<file path="src/rtl/dff_pipe.sv">
// dff_pipe: WIDTH-bit, STAGES-deep register pipeline with per-stage valid
// bits, valid/ready back-pressure and bubble collapse.
module dff_pipe #(
    parameter int WIDTH  = 8,
    parameter int STAGES = 4
) (
    input  logic                         clk,
    input  logic                         reset,
    input  logic                         flush,
    input  logic                         in_valid,
    input  logic [WIDTH-1:0]             in_data,
    output logic                         in_ready,
    output logic                         out_valid,
    output logic [WIDTH-1:0]             out_data,
    input  logic                         out_ready,
    output logic [$clog2(STAGES+1)-1:0]  occupancy
);

    localparam int OW = $clog2(STAGES+1);

    logic [STAGES-1:0] r_v;
    logic [WIDTH-1:0]  r_d [STAGES];
    logic [OW-1:0]     r_occ;

    logic [STAGES-1:0] w_adv;
    logic              w_blk;
    logic              w_in_xfer;
    logic              w_out_xfer;

    // A stage advances unless every stage downstream is full and the
    // consumer is stalled; this is the unrolled form of the advance chain.
    always_comb begin
        w_adv = '0;
        w_blk = 1'b0;
        for (int i = 0; i < STAGES; i++) begin
            w_blk = ~out_ready;
            for (int j = i + 1; j < STAGES; j++) begin
                w_blk = w_blk & r_v[j];
            end
            w_adv[i] = r_v[i] & ~w_blk;
        end
    end

    assign in_ready   = ~(&r_v & ~out_ready) & ~flush;
    assign out_valid  = r_v[STAGES-1] & ~flush;
    assign out_data   = r_d[STAGES-1];
    assign occupancy  = r_occ;
    assign w_in_xfer  = in_valid & in_ready;
    assign w_out_xfer = out_valid & out_ready;

    // Stage registers: data moves only with a valid word, flush drops valids.
    always_ff @(posedge clk) begin
        if (reset) begin
            r_v <= '0;
            for (int i = 0; i < STAGES; i++) begin
                r_d[i] <= '0;
            end
        end else if (flush) begin
            r_v <= '0;
        end else begin
            for (int i = STAGES - 1; i >= 1; i--) begin
                if (w_adv[i-1]) begin
                    r_v[i] <= 1'b1;
                    r_d[i] <= r_d[i-1];
                end else if (w_adv[i]) begin
                    r_v[i] <= 1'b0;
                end
            end
            if (w_in_xfer) begin
                r_v[0] <= 1'b1;
                r_d[0] <= in_data;
            end else if (w_adv[0]) begin
                r_v[0] <= 1'b0;
            end
        end
    end

    // Occupancy tracks accepted minus delivered words.
    always_ff @(posedge clk) begin
        if (reset || flush) begin
            r_occ <= '0;
        end else begin
            r_occ <= r_occ + OW'(w_in_xfer) - OW'(w_out_xfer);
        end
    end

endmodule
</file>
<file path="config.mk">
export PLATFORM = sky130hd
export DESIGN_NAME = dff_pipe
export DESIGN_NICKNAME = d
export VERILOG_FILES = /design/src/rtl/dff_pipe.sv
export SDC_FILE = /design/constraint.sdc
export NUM_CORES = 1
export LEC_CHECK = 0
export BUFFER_PORTS_ARGS = -buffer_cell sky130_fd_sc_hd__buf_2
export CAP_MARGIN = 20
export CORE_ASPECT_RATIO = 0.7
export CORE_MARGIN = 2
export CORE_UTILIZATION = 50
export DETAILED_ROUTE_END_ITERATION = 8
export PLACE_DENSITY = 0.74
export SLEW_MARGIN = 10
export SYNTH_ARGS = -nofsm -noshare
export SYNTH_HDL_FRONTEND = slang
export SYNTH_SLANG_ARGS = --single-unit
</file>
<file path="constraint.sdc">
create_clock -name clk -period 1.99 [get_ports clk]
set_input_delay 0.199 -clock clk [delete_from_list [all_inputs] [get_ports clk]]
set_output_delay 0.199 -clock clk [all_outputs]
set_load 0.005 [all_outputs]
</file>
Word-level counts from Yosys, hierarchy flattened --
Memories as Yosys holds them, arrays and structs flattened. Index checks and enable logic that the tools add are counted.
Word-level totals: output and inout bits 13, memories kept 1, logic and storage cells 70, RAM bits 32, input bits 13, register bits 7
Cells by class: reduce and logical (&&, ||, !) cells 7, bitwise logic cells 25, mux-type cells 30, add/sub/neg operators 2
Memories:
- r_d | depth 4, bits a word 8, rd ports 4, clocked after memory_dff 0, wr ports 4, RTL line 22 | logic [WIDTH-1:0] r_d [STAGES];
Operator list (number):
- $mux 8 | 4
- $mux 1 | 26
- $and 1x1->1 | 15
- $reduce_bool 2->1 | 4
- $not 1->1 | 6
- $or 1x1->1 | 4
- $reduce_and 4->1 | 1
- $add 3x1->3 | 1
- $sub 3x1->3 | 1
- $reduce_or 2->1 | 1
- $logic_or 1x1->1 | 1

Logic depth before layout (Yosys ltp) --
depth in word-level cells 11, mapped depth 10, depth with buffers taken out 9

Worst setup path after synthesis --
Ideal clock, no wire load.
path kind register to register, start register r_v[3], end register r_occ[2], in the netlist occupancy[2], data required time 1873 ps, clock period less this slack 2191 ps, path buffers 1, stages on the path, launching flop included 11, data arrival time 2074 ps, library setup time 117 ps, setup slack -201 ps, cells stage by stage dfxtp_1 > and4b_1 > buf_2 > a21o_1 > ha_1 > inv_1 > ha_1 > inv_1 > fa_1 > xnor3_1 > nor2_1
Between the ends: word-level cells in the longest chain between the ends 7, elaborated cells on any way between the ends 9, classes of those cells add/sub (2); bitwise (6); reduce/logical (1)
RTL lines:
- from (decl) | RTL line 21 | logic [STAGES-1:0] r_v;
- from (signal assigned) | RTL line 54 | r_v <= '0;
- from (signal assigned) | RTL line 59 | r_v <= '0;
- from (signal, indexed assignment) | RTL line 63 | r_v[i] <= 1'b1;
- $reduce_and 4->1 | RTL line 44 | assign in_ready = ~(&r_v & ~out_ready) & ~flush;
- $and 1x1->1 | RTL line 44
- $not 1->1 | RTL line 44
- $and 1x1->1 | RTL line 44
- $and 1x1->1 | RTL line 48 | assign w_in_xfer = in_valid & in_ready;
- $add 3x1->3 | RTL line 83 | r_occ <= r_occ + OW'(w_in_xfer) - OW'(w_out_xfer);
- $sub 3x1->3 (*) | RTL line 83
- to (signal assigned) | RTL line 83
- to (decl) | RTL line 23 | logic [OW-1:0] r_occ;
Every way passes the cells marked *; elsewhere a longest branch is shown, timed or not. A chain may end at the register's enable or synchronous reset.

Worst setup path after layout --
Same ends and word-level chain as after synthesis.

==> flow_summary.toml <==
[outcome]
outcome = "finished, final reports clean"

[floorplanning]
initial_utilization = 0.524
die_area_mm2 = 0.00422
die_h_um = 54.9
io_pins = 26
core_mm2 = 0.00354
placementRows = 18
die_x_um = 76.8

[synthesis]
synth_seq_cells = 39
ys_async_sr_fraction = 0
synth_cells = 135
yosysSeqAreaShare = 0.594
syn-num-nets = 151
synth_area_mm2 = 0.00185
synth_edf_count = 32
yosys_warnings = 0
ys.flop_type = "edfxtp_1"
syn_area_per_cell_um2 = 13.7
synth.distinct_cells = 32

[sta]
fin_crit_sh = 0.961
worst_pin_slew_ns = 0.782
setup_violations = 0
min_period_ns = 1.91
fmax_mhz = 523
max_slew_margin = 0.475
holdWs_ns = 0.250
rsz0062_at_grt = "yes"
finalHoldViolCount = 0
fin_skew_ns = 0.00709
drv_slew = 0
worst_slack_ns = 0.0786

[drt]
drt_pass1_iterations = 4
num_vias = 1169
vias_per_cell = 5.36
ant_nets = 0
wl_per_cell_um = 14.7
drt_wl_total_mm = 3.20
drtIter0Drc = 45
drc = 0

[power_and_ir_drop]
p_per_area_mw_per_mm2 = 774
p_leak_nw = 0.808
ir_drop_mv = 0.479

[final_layout]
layout-drive-gt1-share = 0.423
synthToLayoutAreaGrowth_pct = 17.7
fin_cells = 218
fillers = 286
insertedDiodeCount = 0
fin_nets = 183
stdcell_area_mm2 = 0.00218
finish.utilization = 0.617

[critical_path]
slowest_stage = "dfxtp_2"
slowest_delay_ns = 0.34
critPathArrivalTime_ns = 2.10
setup.worst_path.end_class = "flip-flop"
crit_chain = "and4b_1 > a21o_1 > ha_1 > inv_1 > ha_2 > inv_2 > fa_2 > xnor3_1 > nor2_1"
startpoint_type = "flip-flop"
rrSetupSlack_ns = 0.08
critPathRequiredTime_ns = 2.17
crit_family = "adder cells"
path_buf_inv = 2
critPathKind = "flip-flop to flip-flop"
cp_max_fo = 5

[place]
dp_slack_ns = 0.0253
hpwl_mm = 2.24
gp_congestion = 0.839
placed_cells = 207
placed_cell_area_mm2 = 0.00204
io_buffers = 25

[flow_run]
maxCapViolCount = 0

[cts]
clk_pin_slew_worst_paths_ns = 0.08
postCtsHoldBufs = 0
cts_buffer_depth = 2
h-tree-depth = 2
ctsRootBufferMaster = "clkbuf_8"
cts_made_buffers = 5
cts_num_sinks = 39
clk_latency_ns = 0.29
cts_tree = "yes"

[global_routing]
grt_use_total = 0.164
busiest_layer = "met2"
use_met1 = 0.186
grt_use_met3 = 0.0438
grt_first_pass_wirelength_mm = 5.13
grt_overflow = 0
grt_max_degree = 24
grt.met2_usage = 0.298
grt_pass1_vias = 1173
antenna_found_initial = 0

[worst_hold_path]
hold_path_class = "input pin to flip-flop"
-- state kept, by name, summed over array words and instances (netlist names) --
name	flops
occupancy	3
r_d	32
r_v	4
-- cells by family after synthesis --
family | synth area share
buf+inv | 0.0709
fa+ha+maj | 0.0243
simple gates | 0.196
xor+xnor | 0.0122
compound gates | 0.103
flops | 0.594
-- routing by layer --
layer | vias to the layer above | share of wire
li1 | 563 | -
met1 | 572 | 0.46
met2 | 29 | 0.48
met3 | 5 | 0.042
met4 | 0 | 0.014
met5 | - | 0
-- power breakdown --
group          switching, mW  total [mW]  internal [mW]
clock                  0.285       0.658          0.373
sequential           0.00935       0.924          0.914
combinational         0.0626       0.106         0.0431
total                  0.357        1.69           1.33
-- final timing paths --
kind	end	cells past startpoint	startpoint
worst min register to register	r_v[1]	2	r_v[0]
worst max-delay path	occupancy[2]	9	r_v[3]
worst min-delay path	r_d[0][7]	3	in_data[7]
worst max register to register	occupancy[2]	9	r_v[3]
-- stage by stage --
stage	setup TNS, ns	power (mW)
after CTS	0	1.70
after detailed placement	0	1.05
after floorplan	0	1.01
after global routing	-0.00313	1.74
after global placement	0	1.04
final	0	1.69
-- area by class of cell --
cell class / instances / area, µm² / area share
clock buffers: 5 / 68.8 / 0.0316
clock inverters: 3 / 43.8 / 0.0201
inverters: 14 / 52.6 / 0.0241
multi-input cells: 69 / 626 / 0.287
flip-flops and latches: 39 / 1100 / 0.507
well taps: 50 / 62.6 / 0.0287
repair buffers: 38 / 223 / 0.102
-- placed cells by master, fill, tap and decap left out, types with 2 or more instances in the layout --
master	instances
a2111oi_2	8
a21oi_1	2
buf_2	25
buf_4	13
clkbuf_8	5
dfxtp_1	4
dfxtp_2	3
edfxtp_1	32
inv_1	12
nand2_1	8
nand2b_1	3
nor2_1	3
nor2b_1	2
nor3_1	8
nor4b_1	9
nor4b_2	6
o21ai_1	2
o21ba_2	2
o31ai_1	2
or3b_2	2
-- tightest hold or removal path: stages --
cell       delay, ns
buf_2           0.09
inv_1           0.05
a2111oi_2       0.03
-- synthesized netlist by cell type (4+ instances only) --
library cell | instances | area share
nor4b_1 | 9 | 0.043
dfxtp_1 | 7 | 0.076
edfxtp_1 | 32 | 0.52
nor4b_2 | 6 | 0.049
nand2_1 | 8 | 0.016
inv_1 | 13 | 0.026
buf_2 | 5 | 0.014
nor3_1 | 8 | 0.022
clkbuf_1 | 4 | 0.0081
a2111oi_2 | 8 | 0.065
-- repair_timing --
item                                    in CTS  in global routing
resized for setup                            1                  5
buffers inserted                             0                  2
endpoints found under the setup margin       6                 10
pin swaps                                    0                  6
Power figures use the tool's default switching activity.
